--- src/rtl/comparator_bist_if.sv ---
// Bus between the comparator BIST engine and its environment: the DUT operand/result
// pair and the run control/status readout.
interface comparator_bist_if #(
   parameter int S      = 8,
   parameter int SETTLE = 4,
   parameter int ERR_W  = 21
);
   localparam int MS_W = $clog2(SETTLE + 2);

   logic              start;
   logic [S-1:0]      dut_a;
   logic [S-1:0]      dut_b;
   logic              dut_eq;
   logic              dut_gt;
   logic              busy;
   logic              done;
   logic              pass;
   logic [ERR_W-1:0]  err_count;
   logic              fail_valid;
   logic [S-1:0]      first_fail_a;
   logic [S-1:0]      first_fail_b;
   logic [MS_W-1:0]   max_settle;

   modport master (
      input  start, dut_eq, dut_gt,
      output dut_a, dut_b, busy, done, pass, err_count,
             fail_valid, first_fail_a, first_fail_b, max_settle
   );

   modport slave (
      output start, dut_eq, dut_gt,
      input  dut_a, dut_b, busy, done, pass, err_count,
             fail_valid, first_fail_a, first_fail_b, max_settle
   );
endinterface

--- src/rtl/comparator_bist.sv ---
// Exhaustive BIST for an S-bit EQ/GT comparator: sweeps every {a,b} pair, samples the
// DUT SETTLE times per vector, counts failures and tracks worst-case settle time.
module comparator_bist #(
   parameter int S      = 8,
   parameter int SETTLE = 4,
   parameter int ERR_W  = 21
) (
   input  logic                clk,
   input  logic                reset,
   comparator_bist_if.master   bus
);
   localparam int VW   = 2 * S;
   localparam int KW   = $clog2(SETTLE + 1);
   localparam int MS_W = $clog2(SETTLE + 2);

   typedef enum logic [1:0] {IDLE, APPLY, WAIT, DONE} state_t;

   state_t            state_q, state_d;
   logic [VW-1:0]     vec_q, vec_d;
   logic [KW-1:0]     k_q, k_d;
   logic [KW-1:0]     lm_q, lm_d;
   logic [S-1:0]      a_q, a_d;
   logic [S-1:0]      b_q, b_d;
   logic [ERR_W-1:0]  err_q, err_d;
   logic              fv_q, fv_d;
   logic [S-1:0]      ffa_q, ffa_d;
   logic [S-1:0]      ffb_q, ffb_d;
   logic [MS_W-1:0]   max_q, max_d;

   logic              exp_eq;
   logic              exp_gt;
   logic              mismatch;
   logic [MS_W-1:0]   settle;

   assign exp_eq   = (a_q == b_q);
   assign exp_gt   = (a_q > b_q);
   assign mismatch = (bus.dut_eq != exp_eq) || (bus.dut_gt != exp_gt);
   // Settle is one past the last sample that was still wrong.
   assign settle   = MS_W'(lm_q) + MS_W'(1);

   always_comb begin
      state_d = state_q;
      vec_d   = vec_q;
      k_d     = k_q;
      lm_d    = lm_q;
      a_d     = a_q;
      b_d     = b_q;
      err_d   = err_q;
      fv_d    = fv_q;
      ffa_d   = ffa_q;
      ffb_d   = ffb_q;
      max_d   = max_q;

      case (state_q)
         IDLE, DONE: begin
            if (bus.start) begin
               state_d = APPLY;
               vec_d   = '0;
               err_d   = '0;
               fv_d    = 1'b0;
               max_d   = '0;
            end
         end
         APPLY: begin
            a_d     = vec_q[VW-1:S];
            b_d     = vec_q[S-1:0];
            k_d     = KW'(1);
            lm_d    = '0;
            state_d = WAIT;
         end
         WAIT: begin
            if (mismatch) begin
               lm_d = k_q;
            end
            if (k_q == KW'(SETTLE)) begin
               if (mismatch) begin
                  if (err_q != '1) begin
                     err_d = err_q + ERR_W'(1);
                  end
                  if (!fv_q) begin
                     fv_d  = 1'b1;
                     ffa_d = a_q;
                     ffb_d = b_q;
                  end
               end else if (settle > max_q) begin
                  max_d = settle;
               end
               if (vec_q == '1) begin
                  state_d = DONE;
               end else begin
                  vec_d   = vec_q + VW'(1);
                  state_d = APPLY;
               end
            end else begin
               k_d = k_q + KW'(1);
            end
         end
         default: state_d = IDLE;
      endcase
   end

   always_ff @(posedge clk or posedge reset) begin
      if (reset) begin
         state_q <= IDLE;
         vec_q   <= '0;
         k_q     <= '0;
         lm_q    <= '0;
         a_q     <= '0;
         b_q     <= '0;
         err_q   <= '0;
         fv_q    <= 1'b0;
         ffa_q   <= '0;
         ffb_q   <= '0;
         max_q   <= '0;
      end else begin
         state_q <= state_d;
         vec_q   <= vec_d;
         k_q     <= k_d;
         lm_q    <= lm_d;
         a_q     <= a_d;
         b_q     <= b_d;
         err_q   <= err_d;
         fv_q    <= fv_d;
         ffa_q   <= ffa_d;
         ffb_q   <= ffb_d;
         max_q   <= max_d;
      end
   end

   assign bus.dut_a        = a_q;
   assign bus.dut_b        = b_q;
   assign bus.busy         = (state_q == APPLY) || (state_q == WAIT);
   assign bus.done         = (state_q == DONE);
   assign bus.pass         = (state_q == DONE) && (err_q == '0);
   assign bus.err_count    = err_q;
   assign bus.fail_valid   = fv_q;
   assign bus.first_fail_a = ffa_q;
   assign bus.first_fail_b = ffb_q;
   assign bus.max_settle   = max_q;
endmodule

--- src/flat_wrapper.sv ---
// flat-port wrapper written by rule: the top's interface ports become plain ports
module comparator_bist_flat 
#(
   parameter int S      = 8,
   parameter int SETTLE = 4,
   parameter int ERR_W  = 21
)
  (clk, reset, bus_start, bus_dut_eq, bus_dut_gt, bus_dut_a, bus_dut_b, bus_busy, bus_done, bus_pass, bus_err_count, bus_fail_valid, bus_first_fail_a, bus_first_fail_b, bus_max_settle);
  comparator_bist_if #(.S(S), .SETTLE(SETTLE), .ERR_W(ERR_W)) bus_i ();
  input  logic clk;
  input  logic reset;
  input wire logic [$bits(bus_i.start)-1:0] bus_start;
  input wire logic [$bits(bus_i.dut_eq)-1:0] bus_dut_eq;
  input wire logic [$bits(bus_i.dut_gt)-1:0] bus_dut_gt;
  output wire logic [$bits(bus_i.dut_a)-1:0] bus_dut_a;
  output wire logic [$bits(bus_i.dut_b)-1:0] bus_dut_b;
  output wire logic [$bits(bus_i.busy)-1:0] bus_busy;
  output wire logic [$bits(bus_i.done)-1:0] bus_done;
  output wire logic [$bits(bus_i.pass)-1:0] bus_pass;
  output wire logic [$bits(bus_i.err_count)-1:0] bus_err_count;
  output wire logic [$bits(bus_i.fail_valid)-1:0] bus_fail_valid;
  output wire logic [$bits(bus_i.first_fail_a)-1:0] bus_first_fail_a;
  output wire logic [$bits(bus_i.first_fail_b)-1:0] bus_first_fail_b;
  output wire logic [$bits(bus_i.max_settle)-1:0] bus_max_settle;
  assign bus_i.start = bus_start;
  assign bus_i.dut_eq = bus_dut_eq;
  assign bus_i.dut_gt = bus_dut_gt;
  assign bus_dut_a = bus_i.dut_a;
  assign bus_dut_b = bus_i.dut_b;
  assign bus_busy = bus_i.busy;
  assign bus_done = bus_i.done;
  assign bus_pass = bus_i.pass;
  assign bus_err_count = bus_i.err_count;
  assign bus_fail_valid = bus_i.fail_valid;
  assign bus_first_fail_a = bus_i.first_fail_a;
  assign bus_first_fail_b = bus_i.first_fail_b;
  assign bus_max_settle = bus_i.max_settle;
  comparator_bist #(.S(S), .SETTLE(SETTLE), .ERR_W(ERR_W)) u_core (.clk(clk), .reset(reset), .bus(bus_i));
endmodule
--- config.mk ---
export PLATFORM = sky130hd
export DESIGN_NAME = comparator_bist_flat
export DESIGN_NICKNAME = d
export VERILOG_FILES = /design/src/rtl/comparator_bist_if.sv /design/src/rtl/comparator_bist.sv /design/src/flat_wrapper.sv
export SDC_FILE = /design/constraint.sdc
export NUM_CORES = 1
export LEC_CHECK = 0
export BUFFER_PORTS_ARGS = -buffer_cell sky130_fd_sc_hd__buf_2
export CORE_ASPECT_RATIO = 1.5
export CORE_MARGIN = 3
export CORE_UTILIZATION = 40
export CTS_CLUSTER_DIAMETER = 80
export DETAILED_ROUTE_END_ITERATION = 7
export GPL_ROUTABILITY_DRIVEN = 0
export GPL_TIMING_DRIVEN = 0
export PLACE_DENSITY = 0.7
export SETUP_SLACK_MARGIN = 0.4
export SYNTH_ARGS = -nofsm -noshare
export SYNTH_HDL_FRONTEND = slang
export SYNTH_SLANG_ARGS = --single-unit
--- constraint.sdc ---
create_clock -name clk -period 3.3 [get_ports clk]
set_clock_uncertainty 0.1 [all_clocks]
set_input_delay 0.495 -clock clk [delete_from_list [all_inputs] [get_ports clk]]
set_output_delay 0.495 -clock clk [all_outputs]
set_load 0.005 [all_outputs]
# After elaboration in Yosys (flattened, before gate mapping)

Cells that the tools add are included.

Register bits after elaboration: 81
Input port bits: 5
Output and inout bits: 60
Word-level logic and storage cells: 77

Add/sub/neg operators: 4
Order comparisons: 2
Equality and inequality tests: 17
Multiplexer cells: 26
Bitwise logic cells: 1
Reductions and logical operators: 16

Operators by type and width:

| operator                | count |
|---|---|
| $mux W21                | 4 |
| $mux W16                | 3 |
| $pmux W21 S2            | 1 |
| $pmux W16 S2            | 1 |
| $add A21 B1 Y21 const B | 1 |
| $logic_not A21 Y1       | 1 |
| $ne A21 B21 Y1 const B  | 1 |
| $mux W3                 | 6 |
| $pmux W3 S2             | 3 |
| $add A16 B1 Y16 const B | 1 |
| $eq A16 B16 Y1 const B  | 1 |
| $reduce_and A4 Y1       | 3 |
| $reduce_and A5 Y1       | 2 |
| $eq A8 B8 Y1            | 1 |
| $gt A8 B8 Y1            | 1 |
| $ne A2 B1 Y1 const B    | 4 |
| $ne A2 B2 Y1 const B    | 4 |
| $add A3 B1 Y3 const B   | 2 |
| $mux W2                 | 3 |
| $pmux W2 S3             | 1 |
| $reduce_and A2 Y1       | 3 |
| $eq A2 B2 Y1 const B    | 2 |
| $reduce_bool A2 Y1      | 2 |
| $eq A3 B3 Y1 const B    | 1 |
| other kinds (10)        | 14 |

# Depth between registers and ports, before layout

Gate-level depths: netlist (run 1).

Word-level depth: 6
Gate-level depth with buffers: 10
Mapped depth without buffers: 9

# Least setup slack after synthesis (run 1)

No wires, ideal clock.

Kind: register to register
Start point: register u_core.b_q[1], in the netlist u_core.bus.dut_b[1]
End point: register u_core.err_q[13], in the netlist u_core.bus.err_count[13]
Library setup time: 124 ps
Arrival time: 2133 ps
Required time: 3076 ps
Setup slack: 943 ps
Cell stages (with the launch flop): 11
Path buffers: 1
Period minus slack after synthesis: 2357 ps
Cell sequence: dfrtp_1 -> inv_1 -> ha_1 -> nor2b_1 -> o211ai_1 -> a21oi_1 -> o2111ai_1 -> nand3_1 -> clkbuf_1 -> a21o_1 -> a211o_1

Word-level cells in the longest chain between the ends: 5
Elaborated cells between the ends (all ways): 7
Those cells by class: order compare: 1; eq/ne: 4; reduce/logical: 2

Ends and longest elaborated chain:

| item                                         | line                                         | text |
|---|---|---|
| start: declaration                           | comparator_bist.sv:23                        | `logic [S-1:0] b_q, b_d;` |
| start signal: assignment                     | comparator_bist.sv:109                       | `b_q <= '0;` |
| start signal: assignment                     | comparator_bist.sv:121                       | `b_q <= b_d;` |
| $gt A8 B8 Y1 or $eq A8 B8 Y1 (tied branches) | comparator_bist.sv:36, comparator_bist.sv:35 |  |
| $ne A1 B1 Y1                                 | comparator_bist.sv:37                        | `assign mismatch = (bus.dut_eq != exp_eq) \|\| (bus.dut_gt != exp_gt);` |
| $logic_or A1 B1 Y1 (*)                       | comparator_bist.sv:37                        |  |
| $ne A2 B1 Y1 (no line) (*)                   | --                                           |  |
| $reduce_and A5 Y1 (no line) (*)              | --                                           |  |
| end signal: assignment                       | comparator_bist.sv:122                       | `err_q <= err_d;` |
| end: declaration                             | comparator_bist.sv:24                        | `logic [ERR_W-1:0] err_q, err_d;` |

Every way passes the cells marked *; elsewhere a longest branch is shown, timed or not.
A chain may end at the register's enable or synchronous reset.

# Final worst setup path (run 1)

Start point: register u_core.a_q[6], in the netlist u_core.bus.dut_a[6]
End point: register u_core.err_q[13], in the netlist u_core.bus.err_count[13]

Word-level cells in the longest chain between the ends: 5
Elaborated cells between the ends (all ways): 7
Those cells by class: order compare: 1; eq/ne: 4; reduce/logical: 2

Ends and longest elaborated chain:

| item                                         | line                                         | text |
|---|---|---|
| start: declaration                           | comparator_bist.sv:22                        | `logic [S-1:0] a_q, a_d;` |
| start signal: assignment                     | comparator_bist.sv:108                       | `a_q <= '0;` |
| start signal: assignment                     | comparator_bist.sv:120                       | `a_q <= a_d;` |
| $gt A8 B8 Y1 or $eq A8 B8 Y1 (tied branches) | comparator_bist.sv:36, comparator_bist.sv:35 |  |
| $ne A1 B1 Y1                                 | comparator_bist.sv:37                        |  |
| $logic_or A1 B1 Y1 (*)                       | comparator_bist.sv:37                        |  |
| $ne A2 B1 Y1 (no line) (*)                   | --                                           |  |
| $reduce_and A5 Y1 (no line) (*)              | --                                           |  |

Marks and branches as above.

==> reports/metrics.cfg, run 1 <==
[finish]
area.growth.synth_to_final_pct=20.22
post-route-util=0.4956
antenna_cells=0
post-route-cell-area_sq_um=5022
final_cells=633
layout-drive-gt1-share=0.2248
num-nets-final=538

[timing]
worst_slew_pin_slew_ns=0.8697
finalMaxSlewViolations=0
timing.fmax_ghz=0.3634
max-slew-margin-rel=0.4176
fin_crit_ns=2.752
setup_ws_ns=0.5484
finalHoldViolCount=0
setup_viol=0
min_period_over_period=0.8338
rsz0062_at_grt=yes

[power]
switching_share=0.2568
p_per_area_nw_per_um2=461.6
comb_power_share=0.104
seqPwrFrac=0.463
irDropWorstVdd_mv=0.2620
clkPwrFrac=0.433
p_int_uw=1723
switchingPower_uw=595.3
leakage_uw=0.002487
finalPower_uw=2318

[clock_network]
htreeDepth=3
clock_sinks=81
cts_max_path_buffers=2
clk_pin_slew_worst_paths_ns=0.06
cts_tree=done
clk_latency_ns=0.34
cts_buffers=9
cts_root_buf=clkbuf_16

[worst_setup_path]
reg2reg_slack_ns=0.55
crit_fanout=10
reg2reg_from=u_core.bus.dut_a[6]$_DFFE_PP0P_
reg2regPathDepth=8
rr_endpoint=u_core.bus.err_count[13]$_DFFE_PP0P_
crit_type=flop to flop
cp.required_ns=3.43
cp.arrival_ns=2.88
end_kind=flop
endpoint=u_core.bus.err_count[13]$_DFFE_PP0P_
cp-start-kind=flop
worstSetupStartpoint=u_core.bus.dut_a[6]$_DFFE_PP0P_

[placed_design]
hpwlAfterDp_mm=7.584
dpl-instance-area_sq_um=4674
dp.cells=613
io_buffers=64
place_ws_ns=0.3339

[global_route]
grt_pass1_wl_mm=17.30
grt_pass1_vias=3546
grt_max_degree=67
grt_use_total=0.1874
gr-total-overflow=0
grt_antenna_before_repair=0

[synth]
ys_seq_area_frac=0.4852
synth_async_sr_flop_share=1.000
synth_ff_type=dfrtp_1
syn_area_per_cell_sq_um=9.693
synth_nets=457
synth_cell_type_count=53
ys_seq_elements=81
synth.cell_area_sq_um=4178
yosysWarnings=0
synth_edf_count=0
postSynthCellCount=431

[detailed_routing]
viasPerCell=5.773
route.vias.total=3654
drt-total-wl_mm=10.48
ant_nets=0
drc=0
initialDrtViolationCount=183
first_pass_iters=5
wl_per_cell_microns=16.55

[floorplanning]
top_level_ports=65
die_w_microns=89.45
fp-row-count=45
start_util=0.4122
design.core.area_sq_um=10130
die_area_sq_um=11730
fp.dieH_microns=131.2

[hold_path]
hold_path_startpoint=u_core.k_q[0]$_DFFE_PP0P_
hold_class=flop to flop

[status]
outcome=finished clean

[run]
cap_violations=0

## Yosys cell counts (all sizes together) (2+ instances only)
cell type / count / area share
dfrtp: 81 / 0.49
o21ai: 49 / 0.059
nand2: 45 / 0.040
nor2: 33 / 0.030
inv: 28 / 0.025
ha: 21 / 0.063
nand3: 19 / 0.023
mux2: 17 / 0.046
a21oi: 15 / 0.018
nand4: 12 / 0.018
clkbuf: 10 / 0.0090
nor3: 10 / 0.015
o31ai: 8 / 0.014
or3: 7 / 0.010
a21o: 6 / 0.011
nor4: 6 / 0.010
o41ai: 5 / 0.010
xor2: 5 / 0.010
buf: 4 / 0.0063
nand2b: 4 / 0.0060
xnor2: 4 / 0.0084
and2: 3 / 0.0045
a211o: 2 / 0.0042
a22o: 2 / 0.0042
a32o: 2 / 0.0048
a41oi: 2 / 0.0042
and3: 2 / 0.0030
and4: 2 / 0.0042
nand4b: 2 / 0.0042
nor2b: 2 / 0.0030
nor4b: 2 / 0.0042
o211ai: 2 / 0.0036
o21a: 2 / 0.0036
o22a: 2 / 0.0042
or4: 2 / 0.0036
## worst min path at each step
stage / to / slack (ns) / cells after the start
2_1_floorplan: u_core.k_q[0]$_DFFE_PP0P_ / 0.34 / 1
3_3_place_gp: u_core.bus.first_fail_b[2]$_DFFE_PP0P_ / 0.36 / 2
3_5_place_dp: u_core.bus.max_settle[0]$_DFFE_PP0P_ / 0.35 / 2
4_1_cts: u_core.k_q[0]$_DFFE_PP0P_ / 0.37 / 1
5_1_grt: u_core.bus.first_fail_b[6]$_DFFE_PP0P_ / 0.41 / 2
6_report: u_core.k_q[0]$_DFFE_PP0P_ / 0.37 / 1
## metrics by stage
stage	hold WS, ns	TNS (ns)
CTS	0.3730	0
global placement	0.3565	-32.98
finish	0.3723	0
floorplan	0.3431	0
detailed placement	0.3509	0
global route	0.4081	0
## final cells by class
class                      instances  area (sq um)
buffer                            14         67.56
clock buffer                       9         225.2
clock inverter                     6         67.56
fill                             941          5112
inverter                          29         111.4
multi-input combinational        307          1989
sequential                        81          2027
tap                              117         146.4
timing repair buffer              70         387.9
## routing by layer
layer	wire, microns	track usage	up-vias
li1	-	-	1720
met1	4210	0.2255	1782
met2	5358	0.3076	129
met3	543	0.03639	23
met4	364	0.09851	0
met5	0	0	-
## repair_timing
| action | CTS | global route |
|---|---|---|
| buffers inserted | 0 | 4 |
| pin swaps | 1 | 3 |
| resized for setup | 2 | 6 |
| endpoints found under the hold margin | 15 | 0 |
| gates cloned | 0 | 0 |
| hold buffers | 1 | 0 |
| setup endpoints to repair | 6 | 36 |
## registers in the layout, summed over array words and instances, names as in the netlist, 2 cells and up
signal / count
u_core.bus.dut_a: 8
u_core.bus.max_settle: 3
u_core.bus.dut_b: 8
u_core.bus.err_count: 21
u_core.vec_q: 16
u_core.bus.first_fail_a: 8
u_core.lm_q: 3
u_core.bus.first_fail_b: 8
u_core.k_q: 3
u_core.state_q: 2
## power by group through the flow
stage / sequential, uW / combinational (uW) / clock (uW)
after global placement: 1090 / 221 / 0
after global routing: 1080 / 271 / 1070
after detailed placement: 1090 / 238 / 0
after floorplan: 1090 / 148 / 0
after CTS: 1070 / 244 / 1030
final: 1070 / 242 / 1000
## layout by cell type (no fill, tap or decap), types with 3 or more instances in the layout
cell type	count
mux2_2	17
xor2_1	5
clkbuf_2	3
nand3_1	18
o21ai_0	46
nand2_1	45
nor2_1	32
xnor2_1	4
a21o_1	6
a21oi_1	15
nor4_1	4
clkbuf_1	7
o31ai_1	8
buf_4	4
nor3_1	9
inv_1	27
nand2b_1	4
buf_2	67
and2_1	3
o41ai_1	5
dfrtp_1	81
ha_1	21
o21ai_1	3
or3_1	7
clkbuf_16	9
nand4_1	12
## cells by family (layout without fill, tap and decap cells)
| family | after synthesis | in the layout | synth area share |
|---|---|---|---|
| xor gates and xnor gates | 9 | 9 | 0.01887 |
| muxes | 18 | 18 | 0.04822 |
| AOI/OAI and AO/OA | 105 | 105 | 0.1581 |
| adders and majority gates | 21 | 21 | 0.06289 |
| and+or+nand+nor | 154 | 154 | 0.1854 |
| buffers and inverters | 43 | 128 | 0.04133 |
| DFF | 81 | 81 | 0.4852 |
## critical path: stages, from the launching register on
cell and delay (ns):
dfrtp_1 0.43, ha_1 0.32, nand4_1 0.28, or2_2 0.42
o2111ai_1 0.18, nand3_1 0.16, clkbuf_2 0.23, a21o_1 0.23
a211o_1 0.29
(Power assumes the default switching activity.)
==> run 2: changes to the inputs <==
- clock period: 3.3 -> 2.6 ns (I/O delays scaled with it)
==> run 2 against run 1 <==
Total power rose by 39%. Fmax rose by 6.4%. Core utilization rose by 13 points. Die area did not move. Combinational power rose by 130%. Register-to-register slack got worse by 0.54 ns. Clock-buffer cell count rose by 2.
==> reports/metrics.cfg, run 2 (synthesis results as in run 1) <==
[timing]
finalMaxSlewViolations=0
rsz0062_at_grt=yes
worst_slew_pin_slew_ns=0.6719
tns_ns=0
timing.fmax_ghz=0.3866
setup_ws_ns=0.01311
fin_crit_ns=2.587
min_period_over_period=0.9950
finalHoldViolCount=0
max-slew-margin-rel=0.5521
setup_viol=0

[global_route]
grt_pass1_wl_mm=20.20
gr-total-overflow=0
grt_max_degree=43
grt_pass1_vias=4097
grt_antenna_before_repair=0
grt_use_total=0.2214

[worst_setup_path]
reg2reg_slack_ns=0.01
end_kind=flop
rr_endpoint=u_core.bus.err_count[4]$_DFFE_PP0P_
crit_type=flop to flop
cp-start-kind=flop
cp.arrival_ns=2.74
cp.required_ns=2.75
reg2regPathDepth=9
reg2reg_from=u_core.bus.err_count[4]$_DFFE_PP0P_
crit_fanout=5

[placed_design]
hpwlAfterDp_mm=7.818
io_buffers=64
place_ws_ns=-0.1610
dpl-instance-area_sq_um=4750

[hold_path]
hold_class=flop to flop
hold_path_startpoint=u_core.bus.first_fail_b[7]$_DFFE_PP0P_
hold_depth=2
hold_end=u_core.bus.first_fail_b[7]$_DFFE_PP0P_

[floorplanning]
fp.dieH_microns=131.2
die_area_sq_um=11730
top_level_ports=65
fp-row-count=45
design.core.area_sq_um=10130
start_util=0.4122
die_w_microns=89.45

[clock_network]
clk_pin_slew_worst_paths_ns=0.06
cts_buffers=9
cts_tree=done
cts_root_buf=clkbuf_16
clock_sinks=81
cts_max_path_buffers=2
clk_latency_ns=0.34
htreeDepth=3

[status]
outcome=finished clean

[finish]
final_common_cell=dfrtp_1
layout_common_cells=dfrtp_1 (71), buf_2 (64), buf_4 (59)
area.growth.synth_to_final_pct=52.83
fillerInstances=734
antenna_cells=0
layout-drive-gt1-share=0.4958
num-nets-final=610
post-route-cell-area_sq_um=6385
largest_reg_flops=21

[detailed_routing]
top_layer_used=met4
wl_per_cell_microns=18.91
wl_met3_microns=706
initialDrtViolationCount=276
ant_nets=0
wl_met1_mm=4.906
dr_wl_met2_mm=7.126
first_pass_iters=5
route.vias.total=4119
drt-total-wl_mm=13.35
drc=0
viasPerCell=5.834

[power]
irDropWorstVdd_mv=0.3641
p_per_area_nw_per_um2=503.2
leakage_uw=0.003051

[run]
cap_violations=0

[run 2: cell types whose count changed in the layout (fill, tap and decap cells not counted), sizes merged]
cell      change
inv           -2
clkbuf        +2
clkinvlp      +1
buf          +72
[run 2: routing by layer]
layer | global-route usage | up-vias
met5 | 0 | -
met4 | 0.1093 | 0
met3 | 0.03952 | 49
met2 | 0.3847 | 199
met1 | 0.2508 | 2001
li1 | - | 1870
[run 2: how the worst max path moves through the flow]
stage	endpoint	depth (start not counted)	slack, ns	from
3_3_place_gp	u_core.bus.first_fail_a[7]$_DFFE_PP0P_	8	-0.11	u_core.bus.dut_a[1]$_DFFE_PP0P_
6_report	u_core.bus.err_count[4]$_DFFE_PP0P_	9	0.01	u_core.bus.err_count[4]$_DFFE_PP0P_
5_1_grt	u_core.bus.err_count[4]$_DFFE_PP0P_	9	-0.03	u_core.bus.err_count[4]$_DFFE_PP0P_
3_5_place_dp	u_core.bus.first_fail_a[1]$_DFFE_PP0P_	8	-0.16	u_core.bus.dut_a[7]$_DFFE_PP0P_
4_1_cts	u_core.bus.err_count[19]$_DFFE_PP0P_	10	0.17	u_core.bus.dut_b[1]$_DFFE_PP0P_
2_1_floorplan	u_core.bus.err_count[0]$_DFFE_PP0P_	9	0.28	u_core.bus.dut_a[1]$_DFFE_PP0P_
[run 2: cell type report]
type                    count  area [sq um]  share of cell area
multi-input cells         307          2565              0.4017
flip-flops and latches     81          2039              0.3194
repair buffers            142          1052              0.1648
clock buffers              11         252.7             0.03958
plain buffers              14         152.6             0.02391
well taps                 117         146.4             0.02293
inverters                  29         113.9             0.01783
clock inverters             5         62.56            0.009798
[run 2: power breakdown]
group	internal, uW	total (uW)	switching [uW]
registers	1310	1350	37.5
clock network	801	1320	520
logic	266	546	280
total	2370	3210	838
[run 2: metrics by stage]
step	power (uW)	utilization	hold slack [ns]	instances
global route	3340	0.6300	0.4204	706
finish	3213	0.6300	0.3872	706
CTS	3167	0.5837	0.3893	684
floorplan	1570	-	0.3431	431
detailed placement	1688	0.4686	0.3578	614
global placement	1663	0.4647	0.3554	612
[run 2: repair_timing]
action	CTS	global route
hold buffers	1	0
setup endpoints to repair	59	69
pin swaps	37	29
gates cloned	4	0
endpoints found under the hold margin	17	0
gates resized for setup	104	77
buffers inserted	49	22
[run 2: worst max-delay path: stages (launching register included)]
cell	delay (ns)
dfrtp_1	0.39
nand3_1	0.20
or4_4	0.60
buf_6	0.15
nor3_4	0.35
buf_6	0.18
nand4b_1	0.20
and2_4	0.19
o21ai_2	0.07
o31ai_4	0.06
